==> config.mk <==
export PLATFORM = sky130hd
export DESIGN_NAME = hub75_bar_driver
export DESIGN_NICKNAME = d
export VERILOG_FILES = /design/src/rtl/display_pkg.sv /design/src/rtl/bar_pixel.sv /design/src/rtl/hub75_bar_driver.sv
export SDC_FILE = /design/constraint.sdc
export NUM_CORES = 1
export LEC_CHECK = 0
export ABC_AREA = 1
export CAP_MARGIN = 20
export CORE_UTILIZATION = 50
export DETAILED_ROUTE_END_ITERATION = 10
export PLACE_DENSITY = 0.68
export SLEW_MARGIN = 20
export SYNTH_ARGS = -nofsm -noshare
export SYNTH_HDL_FRONTEND = slang
export SYNTH_HIERARCHICAL = 1
export SYNTH_SLANG_ARGS = --single-unit
==> constraint.sdc <==
create_clock -name clk -period 2.6 [get_ports clk]
set_input_delay 0.52 -clock clk [delete_from_list [all_inputs] [get_ports clk]]
set_output_delay 0.52 -clock clk [all_outputs]
set_load 0.1 [all_outputs]
==> src/rtl/display_pkg.sv <==
// Shared definitions for the LED matrix scan path: panel geometry,
// screen-code bit layout and the scan state encoding.
package display_pkg;

    localparam int PANEL_COLS       = 32;
    localparam int PANEL_ROW_ADDRS  = 8;
    localparam int SCREEN_COLOR_BIT = 5;

    typedef enum logic [1:0] {
        S_SHIFT,
        S_BLANK,
        S_LATCH,
        S_SHOW
    } scan_state_t;

endpackage

==> src/rtl/bar_pixel.sv <==
// Bar-graph pixel rule: a column is lit when it lies left of the bar length;
// the colour bit selects red or green, blue is never used.
module bar_pixel
    import display_pkg::*;
#(
    parameter int COL_W = 5
)(
    input  logic [5:0]       screen_q,
    input  logic [COL_W-1:0] col,
    output logic             r,
    output logic             g,
    output logic             b
);

    logic lit;

    always_comb begin
        lit = 32'(col) < 32'(screen_q[4:0]);
        r   = lit &  screen_q[SCREEN_COLOR_BIT];
        g   = lit & ~screen_q[SCREEN_COLOR_BIT];
        b   = 1'b0;
    end

endmodule

==> src/rtl/hub75_bar_driver.sv <==
// HUB75 1:8 scan driver rendering the 6-bit screen code as a horizontal bar.
// Shifts one row, blanks, latches, then dwells with the row displayed.
module hub75_bar_driver
    import display_pkg::*;
#(
    parameter int COLS      = PANEL_COLS,
    parameter int ROW_ADDRS = PANEL_ROW_ADDRS,
    parameter int CLK_DIV   = 2,
    parameter int ON_CYCLES = 256
)(
    input  logic       clk,
    input  logic       reset,
    input  logic [5:0] screen,
    output logic       r1,
    output logic       g1,
    output logic       b1,
    output logic       r2,
    output logic       g2,
    output logic       b2,
    output logic       A,
    output logic       B,
    output logic       C,
    output logic       OCLK,
    output logic       LAT,
    output logic       OEN,
    output logic       frame_done
);

    localparam int COL_W   = (COLS > 1) ? $clog2(COLS) : 1;
    localparam int ROW_W   = (ROW_ADDRS > 1) ? $clog2(ROW_ADDRS) : 1;
    localparam int DIV_W   = $clog2(CLK_DIV + 1);
    localparam int DWELL_W = $clog2(ON_CYCLES + 1);

    localparam logic [COL_W-1:0]   COL_LAST   = COL_W'(COLS - 1);
    localparam logic [ROW_W-1:0]   ROW_LAST   = ROW_W'(ROW_ADDRS - 1);
    localparam logic [DIV_W-1:0]   DIV_LAST   = DIV_W'(CLK_DIV - 1);
    localparam logic [DWELL_W-1:0] DWELL_LAST = DWELL_W'(ON_CYCLES - 1);

    scan_state_t        state;
    logic [5:0]         screen_q;
    logic [ROW_W-1:0]   row;
    logic [COL_W-1:0]   col;
    logic [DIV_W-1:0]   div_cnt;
    logic               phase;
    logic [DWELL_W-1:0] dwell;
    logic               shown;

    logic               sample_now;
    logic [5:0]         pix_screen;
    logic               pix_r;
    logic               pix_g;
    logic               pix_b;

    // The first shift cycle of row 0 both captures screen and emits column 0,
    // so the pixel for that cycle is evaluated from the value being captured.
    always_comb begin
        sample_now = (state == S_SHIFT) && (row == '0) && (col == '0) &&
                     (div_cnt == '0) && !phase;
        pix_screen = sample_now ? screen : screen_q;
    end

    bar_pixel #(
        .COL_W (COL_W)
    ) u_bar_pixel (
        .screen_q (pix_screen),
        .col      (col),
        .r        (pix_r),
        .g        (pix_g),
        .b        (pix_b)
    );

    always_ff @(posedge clk or posedge reset) begin
        if (reset) begin
            state      <= S_SHIFT;
            screen_q   <= '0;
            row        <= '0;
            col        <= '0;
            div_cnt    <= '0;
            phase      <= 1'b0;
            dwell      <= '0;
            shown      <= 1'b0;
            r1         <= 1'b0;
            g1         <= 1'b0;
            b1         <= 1'b0;
            r2         <= 1'b0;
            g2         <= 1'b0;
            b2         <= 1'b0;
            {C, B, A}  <= '0;
            OCLK       <= 1'b0;
            LAT        <= 1'b0;
            OEN        <= 1'b1;
            frame_done <= 1'b0;
        end else begin
            LAT        <= 1'b0;
            frame_done <= 1'b0;
            unique case (state)
                S_SHIFT: begin
                    if (sample_now) begin
                        screen_q <= screen;
                    end
                    // Dark until the first row has been shown, then the
                    // previous row stays lit while the next one shifts in.
                    OEN          <= ~shown;
                    OCLK         <= phase;
                    {r1, g1, b1} <= {pix_r, pix_g, pix_b};
                    {r2, g2, b2} <= {pix_r, pix_g, pix_b};
                    if (div_cnt == DIV_LAST) begin
                        div_cnt <= '0;
                        phase   <= ~phase;
                        if (phase) begin
                            if (col == COL_LAST) begin
                                col   <= '0;
                                state <= S_BLANK;
                            end else begin
                                col <= col + COL_W'(1);
                            end
                        end
                    end else begin
                        div_cnt <= div_cnt + DIV_W'(1);
                    end
                end
                S_BLANK: begin
                    OEN       <= 1'b1;
                    OCLK      <= 1'b0;
                    {C, B, A} <= 3'(row);
                    state     <= S_LATCH;
                end
                S_LATCH: begin
                    OEN        <= 1'b1;
                    LAT        <= 1'b1;
                    frame_done <= (row == ROW_LAST);
                    dwell      <= '0;
                    state      <= S_SHOW;
                end
                S_SHOW: begin
                    OEN   <= 1'b0;
                    shown <= 1'b1;
                    if (dwell == DWELL_LAST) begin
                        dwell <= '0;
                        row   <= (row == ROW_LAST) ? '0 : row + ROW_W'(1);
                        state <= S_SHIFT;
                    end else begin
                        dwell <= dwell + DWELL_W'(1);
                    end
                end
                default: state <= S_SHIFT;
            endcase
        end
    end

endmodule
==> impl_results.html, run 1 <==
<table>
<tr><th>Metric</th><th>Value</th></tr>
<tr><th colspan="2">Routing</th></tr>
<tr><td>TritonRoute pass-1 iters</td><td>4</td></tr>
<tr><td>Total detailed-routing wirelength</td><td>roughly 3.8 mm</td></tr>
<tr><td>DR WL/cell</td><td>between 10 and 15 um</td></tr>
<tr><td>Count of vias placed by the detailed router</td><td>~1600</td></tr>
<tr><td># DRC</td><td>0</td></tr>
<tr><td>Initial detailed-routing violation count</td><td>156</td></tr>
<tr><td>Via density per instance</td><td>about 5</td></tr>
<tr><td>Post-route ant nets</td><td>0</td></tr>
<tr><th colspan="2">Cells and area</th></tr>
<tr><td>Non-Filler Cell Area, Final</td><td>between 0.002 and 0.0025 mm2</td></tr>
<tr><td>Final Util</td><td>59.8%</td></tr>
<tr><td>Layout fillers</td><td>around 360</td></tr>
<tr><td>Area of combinational cells with multiple inputs</td><td>about 940 um2</td></tr>
<tr><td>Register area</td><td>about 1000 um2</td></tr>
<tr><td>Inserted Diodes</td><td>0</td></tr>
<tr><td>Post-synthesis to final-layout area growth</td><td>15.1%</td></tr>
<tr><td>NumNets Final</td><td>291</td></tr>
<tr><td>Layout cells sized above 1</td><td>14.2%</td></tr>
<tr><th colspan="2">Die</th></tr>
<tr><td>Vertical extent of the die</td><td>66.5 um</td></tr>
<tr><td>Placement Rows</td><td>23</td></tr>
<tr><td>Die area</td><td>0.00442 mm2</td></tr>
<tr><td>Initial standard-cell utilization of the core</td><td>roughly half</td></tr>
<tr><td>Chip Width</td><td>66.5 um</td></tr>
<tr><td>Number of top-level pins</td><td>21</td></tr>
<tr><td>Placeable core region</td><td>0.00400 mm2</td></tr>
<tr><th colspan="2">Placement</th></tr>
<tr><td>Port-buffer cells</td><td>20</td></tr>
<tr><td>Detailed Place HPWL</td><td>2.78 mm</td></tr>
<tr><td>Placer congestion estimate</td><td>around 0.78</td></tr>
<tr><td>Cell area after placement</td><td>roughly 0.0023 mm2</td></tr>
<tr><th colspan="2">Logic synthesis</th></tr>
<tr><td>Post-Syn Instances</td><td>around 240</td></tr>
<tr><td>Total of flip-flops plus latches after synthesis</td><td>39</td></tr>
<tr><td>Sequential-to-total area share from yosys stat</td><td>between 40% and 50%</td></tr>
<tr><td>Avg Inst Size Synth</td><td>around 8.6 um2</td></tr>
<tr><td>Warnings from Yosys</td><td>6</td></tr>
<tr><td>Netlist Area Pre-Place</td><td>approximately 0.0021 mm2</td></tr>
<tr><td>Cell variety after synth</td><td>27</td></tr>
<tr><td>Synthesized netlist net count</td><td>267</td></tr>
<tr><th colspan="2">Worst setup path</th></tr>
<tr><td>Register-to-register path setup slack</td><td>~0.30 ns</td></tr>
<tr><td>Cell-by-cell listing of the critical path</td><td>inv_1, ha_1, nand2_1, nor2_4, nand2_1, nand2_1, nand2_1, inv_1, ha_1, nand2_1, nor2_1, nand2_1, nand3_1, nor2_1, mux2_2</td></tr>
<tr><td>Cell repeated most along the worst path</td><td>sky130_fd_sc_hd__nand2_1</td></tr>
<tr><td>Critical Setup Path Class</td><td>flop to flop</td></tr>
<tr><td>Slowest stage cell on the critical path</td><td>sky130_fd_sc_hd__dfrtp_1</td></tr>
<tr><td>CP arrival</td><td>2.48 ns</td></tr>
<tr><td>Required time worst endpoint</td><td>2.77 ns</td></tr>
<tr><td>Gate family responsible for the most delay along the worst path</td><td>simple AND/OR/NAND/NOR gates</td></tr>
<tr><td>Sort of element at the end of the critical path</td><td>flop</td></tr>
<tr><td>Number of buffers and inverters on the critical path</td><td>2</td></tr>
<tr><td>Kind of launch point of the worst setup path</td><td>flop</td></tr>
<tr><td>Biggest cell delay along the critical path</td><td>0.40 ns</td></tr>
<tr><td>Maximum fanout along the worst path</td><td>7</td></tr>
<tr><th colspan="2">GRT</th></tr>
<tr><td>Wire length of the first global-routing pass</td><td>approximately 6.6 mm</td></tr>
<tr><td>Grt total ovfl</td><td>0</td></tr>
<tr><td>Initial antenna violation count</td><td>0</td></tr>
<tr><td>Via count of the first global-routing pass</td><td>between 1000 and 1500</td></tr>
<tr><td>Pin count of the biggest net entering global routing</td><td>40</td></tr>
<tr><td>Global-route usage over all layers</td><td>between 10% and 20%</td></tr>
<tr><th colspan="2">Clocking</th></tr>
<tr><td>Number of buffers on the longest clock path</td><td>2</td></tr>
<tr><td>CTS root buffer</td><td>sky130_fd_sc_hd__clkbuf_8</td></tr>
<tr><td>Clock net sink count</td><td>39</td></tr>
<tr><td>Num CTS Buffers</td><td>5</td></tr>
<tr><td>Number of buffers added for setup after CTS</td><td>0</td></tr>
<tr><td>TritonCTS clock tree</td><td>yes</td></tr>
<tr><td>Clock transition at path regs</td><td>0.07 ns</td></tr>
<tr><td>H-tree levels</td><td>2</td></tr>
<tr><td>Clock network latency to the later pin of the worst-skew pair</td><td>approximately 0.29 ns</td></tr>
<tr><th colspan="2">Power</th></tr>
<tr><td>Power density over the cells</td><td>between 400 and 500 mW/mm2</td></tr>
<tr><td>Net switching share of the total power</td><td>between 20% and 30%</td></tr>
<tr><td>Cell-internal power</td><td>883 uW</td></tr>
<tr><td>Sw power</td><td>roughly 280 uW</td></tr>
<tr><td>Leakage</td><td>approximately 0.0012 uW</td></tr>
<tr><td>Logic gate share of total power</td><td>8.6%</td></tr>
<tr><td>Sequential fraction of design power</td><td>roughly 53%</td></tr>
<tr><td>IR drop worst, VDD</td><td>about 0.31 mV</td></tr>
<tr><td>Clock network fraction of design power</td><td>approximately two fifths</td></tr>
<tr><th colspan="2">STA</th></tr>
<tr><td>Minimum clock period</td><td>2.30 ns</td></tr>
<tr><td>Worst clock skew</td><td>about 0.0085 ns</td></tr>
<tr><td>Number of hold-slack violations in the final timing report</td><td>0</td></tr>
<tr><td>Final worst path period share</td><td>between 80% and 90%</td></tr>
<tr><td>Final slew viol count</td><td>0</td></tr>
<tr><td>Setup_tns</td><td>0 ns</td></tr>
<tr><td>Post-Route Hold Slack</td><td>0.432 ns</td></tr>
<tr><td>Max frequency</td><td>435 MHz</td></tr>
<tr><td>Count of final setup violators</td><td>0</td></tr>
<tr><th colspan="2">Run status</th></tr>
<tr><td>Status</td><td>complete, no violations</td></tr>
<tr><th colspan="2">Run</th></tr>
<tr><td>Maxcap violations</td><td>0</td></tr>
<tr><th colspan="2">Min path</th></tr>
<tr><td>Type of the tightest min-delay check</td><td>flop to flop</td></tr>
</table>
-- metal layers --
metal  wire length, um  global-route usage, %  vias up
met3               105                   4.28        5
met2              1670                   31.8       23
met1              1950                   26.2      719
met4                49                   7.18        0
met5                 0                      0        -
li1                  -                      -      807
-- path summary, 6_finish.rpt --
check,from,end,cells after the start
setup / recovery,state[0],r2,15
hold / removal,shown,OEN,1
setup reg to reg,state[0],r2,15
hold reg to reg,shown,OEN,1
max in group asynchronous,reset,OEN,3
min in group asynchronous,reset,screen_q[3],3
-- placed cells by master, fill, tap and decap left out, types with 3 or more instances in the layout --
cell type / instances
sky130_fd_sc_hd__nand3_1: 18
sky130_fd_sc_hd__nand2_1: 67
sky130_fd_sc_hd__buf_4: 15
sky130_fd_sc_hd__a21oi_1: 8
sky130_fd_sc_hd__o21ai_0: 11
sky130_fd_sc_hd__ha_1: 16
sky130_fd_sc_hd__clkbuf_8: 7
sky130_fd_sc_hd__nor2_1: 19
sky130_fd_sc_hd__dfrtp_1: 38
sky130_fd_sc_hd__nor2_4: 3
sky130_fd_sc_hd__clkdlybuf4s50_1: 7
sky130_fd_sc_hd__inv_1: 34
sky130_fd_sc_hd__xor2_1: 3
sky130_fd_sc_hd__mux2_2: 3
-- Yosys cell counts, drive strengths merged --
| cell | n | area, um2 |
|---|---|---|
| ha | 16 | 200 |
| nor3 | 2 | 26.3 |
| xnor2 | 1 | 8.76 |
| buf | 5 | 37.5 |
| nand3 | 19 | 108 |
| inv | 35 | 131 |
| nor2 | 23 | 111 |
| o22ai | 2 | 12.5 |
| dfrtp | 38 | 951 |
| xor2 | 3 | 26.3 |
| dfstp | 1 | 26.3 |
| nand2 | 70 | 275 |
| conb | 1 | 3.75 |
| nor3b | 1 | 7.51 |
| mux2 | 3 | 33.8 |
| a21oi | 8 | 40.0 |
| o21ai | 12 | 60.1 |
| nand4 | 2 | 12.5 |
| or2 | 1 | 6.26 |
-- through the flow --
step	power, uW	setup slack (ns)	cells
after floorplan	707	0.398	243
after global placement	731	0.296	310
after detailed placement	732	0.250	310
after CTS	1180	0.236	318
after global routing	1210	-0.00526	318
final	1170	0.299	318
-- final cells by class --
type	count	area share, %
well taps	50	2.62
flip-flops and latches	39	40.8
clock buffers	8	4.18
inverters	35	5.49
repair buffers	22	7.64
multi-input cells	164	39.2
-- worst register-to-register path, stage by stage (launching register included) --
cell and delay (ns):
sky130_fd_sc_hd__dfrtp_1 0.40, sky130_fd_sc_hd__inv_1 0.10, sky130_fd_sc_hd__ha_1 0.23, sky130_fd_sc_hd__nand2_1 0.13
sky130_fd_sc_hd__nor2_4 0.08, sky130_fd_sc_hd__nand2_1 0.17, sky130_fd_sc_hd__nand2_1 0.11, sky130_fd_sc_hd__nand2_1 0.09
sky130_fd_sc_hd__inv_1 0.04, sky130_fd_sc_hd__ha_1 0.27, sky130_fd_sc_hd__nand2_1 0.06, sky130_fd_sc_hd__nor2_1 0.10
sky130_fd_sc_hd__nand2_1 0.06, sky130_fd_sc_hd__nand3_1 0.08, sky130_fd_sc_hd__nor2_1 0.04, sky130_fd_sc_hd__mux2_2 0.26
-- state kept, by name, summed over array words and instances, names as in the netlist, 2 cells and up --
signal and cells:
dwell 9, screen_q 6, col 5, row 3, div_cnt 2, state 2
-- power by group through the flow --
stage | combinational, uW | sequential, uW | clock (uW)
4_1_cts | 102 | 618 | 462
3_3_place_gp | 101 | 630 | 0
6_report | 101 | 618 | 447
5_1_grt | 110 | 619 | 485
2_1_floorplan | 55.2 | 651 | 0
3_5_place_dp | 102 | 630 | 0
-- cell families (layout without fill, tap and decap cells) --
group	count (synthesis)	after routing	synth area share [%]
adder cells (fa/ha/maj)	16	16	9.63
buffers and inverters	40	65	8.13
AND/OR/NAND/NOR	118	118	26.3
XOR/XNOR	4	4	1.69
other	1	1	0.180
AO/OA/AOI/OAI	22	22	5.42
flip-flops	39	39	47.0
multiplexers	3	3	1.63
-- what timing repair did --
action,CTS,global route
gates resized for setup,0,1
endpoints found under the setup margin,0,2
hold buffers,0,0
(Power assumes the default switching activity.)
==> inputs of run 2 (changes only) <==
Settings changed: GPL_ROUTABILITY_DRIVEN set to 0.
==> results of run 2 <==
No change in the layout: final DEF, timing and power equal those of run 1.
==> inputs of run 3 (changes only) <==
Settings changed: CAP_MARGIN 20 to 0, GPL_TIMING_DRIVEN set to 0.
==> impl_results.html, run 3 (synthesis results as in run 1) <==
<table>
<tr><th>Metric</th><th>Value</th></tr>
<tr><th colspan="2">Routing</th></tr>
<tr><td>Total detailed-routing wirelength</td><td>3.59 mm</td></tr>
<tr><td>Count of vias placed by the detailed router</td><td>about 1500</td></tr>
<tr><td>Post-route ant nets</td><td>0</td></tr>
<tr><td>Via density per instance</td><td>4.75</td></tr>
<tr><td>TritonRoute pass-1 iters</td><td>4</td></tr>
<tr><td># DRC</td><td>0</td></tr>
<tr><td>DR WL/cell</td><td>11.2 um</td></tr>
<tr><td>Initial detailed-routing violation count</td><td>50</td></tr>
<tr><th colspan="2">Worst setup path</th></tr>
<tr><td>Register-to-register path setup slack</td><td>0.19 ns</td></tr>
<tr><td>Required time worst endpoint</td><td>2.08 ns</td></tr>
<tr><td>Biggest cell delay along the critical path</td><td>between 1 and 1.5 ns</td></tr>
<tr><td>Maximum fanout along the worst path</td><td>1</td></tr>
<tr><td>Number of buffers and inverters on the critical path</td><td>1</td></tr>
<tr><td>CP arrival</td><td>between 1.5 and 2 ns</td></tr>
<tr><td>Slowest stage cell on the critical path</td><td>sky130_fd_sc_hd__clkdlybuf4s50_1</td></tr>
<tr><td>Worst setup startpoint</td><td>OEN</td></tr>
<tr><td>Endpoint of the worst register-to-register path</td><td>r2</td></tr>
<tr><td>Cell-by-cell listing of the critical path</td><td>clkdlybuf4s50_1</td></tr>
<tr><td>Gate family responsible for the most delay along the worst path</td><td>buffers and inverters</td></tr>
<tr><td>FF-to-FF path depth</td><td>15</td></tr>
<tr><td>Kind of launch point of the worst setup path</td><td>flop</td></tr>
<tr><td>Sort of element at the end of the critical path</td><td>output pin</td></tr>
<tr><td>Crit Reg-Reg Startpoint</td><td>state[0]</td></tr>
<tr><td>Critical Setup Path Class</td><td>flop to output pin</td></tr>
<tr><th colspan="2">Clocking</th></tr>
<tr><td>Clock network latency to the later pin of the worst-skew pair</td><td>0.29 ns</td></tr>
<tr><td>Clock net sink count</td><td>39</td></tr>
<tr><td>Clock transition at path regs</td><td>0.07 ns</td></tr>
<tr><td>H-tree levels</td><td>2</td></tr>
<tr><td>CTS root buffer</td><td>sky130_fd_sc_hd__clkbuf_8</td></tr>
<tr><td>Number of buffers on the longest clock path</td><td>2</td></tr>
<tr><td>TritonCTS clock tree</td><td>yes</td></tr>
<tr><td>Num CTS Buffers</td><td>5</td></tr>
<tr><td>Hold-fix buffers at CTS</td><td>0</td></tr>
<tr><th colspan="2">STA</th></tr>
<tr><td>Worst-case setup margin in the final layout</td><td>0.158 ns</td></tr>
<tr><td>Relative slew slack</td><td>around a third</td></tr>
<tr><td>Post-Route Hold Slack</td><td>around 0.44 ns</td></tr>
<tr><td>Final slew viol count</td><td>0</td></tr>
<tr><td>Final worst path period share</td><td>between 90% and 100%</td></tr>
<tr><td>Count of final setup violators</td><td>0</td></tr>
<tr><td>Minimum clock period</td><td>2.44 ns</td></tr>
<tr><td>Number of hold-slack violations in the final timing report</td><td>0</td></tr>
<tr><td>Max frequency</td><td>between 400 and 500 MHz</td></tr>
<tr><td>Worst clock skew</td><td>roughly 0.0068 ns</td></tr>
<tr><td>Worst Tran Pin Value</td><td>between 0.9 and 1 ns</td></tr>
<tr><th colspan="2">GRT</th></tr>
<tr><td>Wire length of the first global-routing pass</td><td>6.19 mm</td></tr>
<tr><td>Global-route usage over all layers</td><td>19.2%</td></tr>
<tr><td>Via count of the first global-routing pass</td><td>approximately 1400</td></tr>
<tr><td>Grt total ovfl</td><td>0</td></tr>
<tr><td>Pin count of the biggest net entering global routing</td><td>25</td></tr>
<tr><td>Initial antenna violation count</td><td>0</td></tr>
<tr><th colspan="2">Cells and area</th></tr>
<tr><td>Inserted Diodes</td><td>0</td></tr>
<tr><td>Post-synthesis to final-layout area growth</td><td>19.4%</td></tr>
<tr><td>Biggest regs</td><td>dwell: 9 flops, screen_q: 6 flops, col: 5 flops</td></tr>
<tr><td>NumNets Final</td><td>~300</td></tr>
<tr><td>Flip-flop count of the largest register after layout</td><td>9</td></tr>
<tr><td>Layout cells sized above 1</td><td>11.8%</td></tr>
<tr><td>Non-filler cells in the finished layout</td><td>322</td></tr>
<tr><td>Largest register by flop count</td><td>dwell</td></tr>
<tr><td>Most frequent cells in the layout</td><td>sky130_fd_sc_hd__nand2_1, sky130_fd_sc_hd__dfrtp_1, sky130_fd_sc_hd__inv_1, sky130_fd_sc_hd__clkdlybuf4s50_1, sky130_fd_sc_hd__nor2_1</td></tr>
<tr><td>Most frequent standard cell in the layout excluding fill and tap cells</td><td>sky130_fd_sc_hd__nand2_1</td></tr>
<tr><th colspan="2">Placement</th></tr>
<tr><td>Worst Setup Slack post-DPL</td><td>~0.11 ns</td></tr>
<tr><td>Cell count after placement</td><td>about 310</td></tr>
<tr><td>Port-buffer cells</td><td>20</td></tr>
<tr><td>Detailed Place HPWL</td><td>around 2.6 mm</td></tr>
<tr><th colspan="2">Min path</th></tr>
<tr><td>Type of the tightest min-delay check</td><td>flop to flop</td></tr>
<tr><td>Hold Path Stages</td><td>1</td></tr>
<tr><td>Hold Crit Start</td><td>shown</td></tr>
<tr><td>Worst hold endpoint</td><td>OEN</td></tr>
<tr><th colspan="2">Die</th></tr>
<tr><td>Number of top-level pins</td><td>21</td></tr>
<tr><td>Chip Width</td><td>approximately 66 um</td></tr>
<tr><td>Placement Rows</td><td>23</td></tr>
<tr><td>Placeable core region</td><td>about 0.004 mm2</td></tr>
<tr><td>Vertical extent of the die</td><td>around 66 um</td></tr>
<tr><td>Initial standard-cell utilization of the core</td><td>between 50% and 60%</td></tr>
<tr><td>Die area</td><td>between 0.004 and 0.005 mm2</td></tr>
<tr><th colspan="2">Run</th></tr>
<tr><td>Maxcap violations</td><td>0</td></tr>
<tr><th colspan="2">Power</th></tr>
<tr><td>Power density over the cells</td><td>about 470 mW/mm2</td></tr>
<tr><td>IR drop worst, VDD</td><td>around 0.40 mV</td></tr>
<tr><td>Leakage</td><td>between 0.001 and 0.0015 uW</td></tr>
<tr><th colspan="2">Run status</th></tr>
<tr><td>Status</td><td>complete, no violations</td></tr>
</table>
## run 3: cell count changes in the layout (fill, tap and decap cells not counted), sizes merged
cell,delta
clkdlybuf4s50,+13
buf,-9
## run 3: stage by stage
stage / area, um2 / total power, uW / utilization [%] / TNS [ns]
floorplan: 2080 / 707 / - / 0
global placement: 2340 / 736 / 58.5 / 0
detailed placement: 2370 / 743 / 59.2 / 0
CTS: 2470 / 1190 / 61.7 / 0
global route: 2480 / 1220 / 62.1 / -0.0180
finish: 2480 / 1180 / 62.1 / 0
## run 3: worst max-delay path by stage
stage | end | slack [ns] | cells after the start
floorplan | g2 | 0.40 | 16
global placement | r2 | 0.12 | 15
detailed placement | r2 | 0.11 | 15
CTS | r2 | 0.08 | 15
global route | r2 | -0.01 | 15
finish | OEN | 0.16 | 1
## run 3: timing repair
item,4_1_cts,5_1_grt
endpoints found under the setup margin,0,2
setup buffers,0,0
resized for setup,0,3
## run 3: layout make-up
type	instances	area [um2]
Inverter	35	131
Fill cell	355	1520
Multi-Input combinational cell	164	946
Tap cell	50	62.6
Clock buffer	8	100
Sequential cell	39	977
Timing Repair Buffer	21	228
Buffer	5	37.5
## run 3: report_power, final
part	internal (uW)	switching, uW	total (uW)	leakage (uW)
clock	242	204	447	0.0000515
sequential	614	3.53	618	0.000508
combinational	36.9	75.0	112	0.000661
## run 3: routing by layer
layer  share of wire (%)  global-route usage [%]  vias up
met4                 1.5                    8.78        0
met1                  52                    25.6      689
li1                    -                       -      815
met2                  43                    30.2       19
met5                   0                       0        -
met3                 2.8                    3.60        5
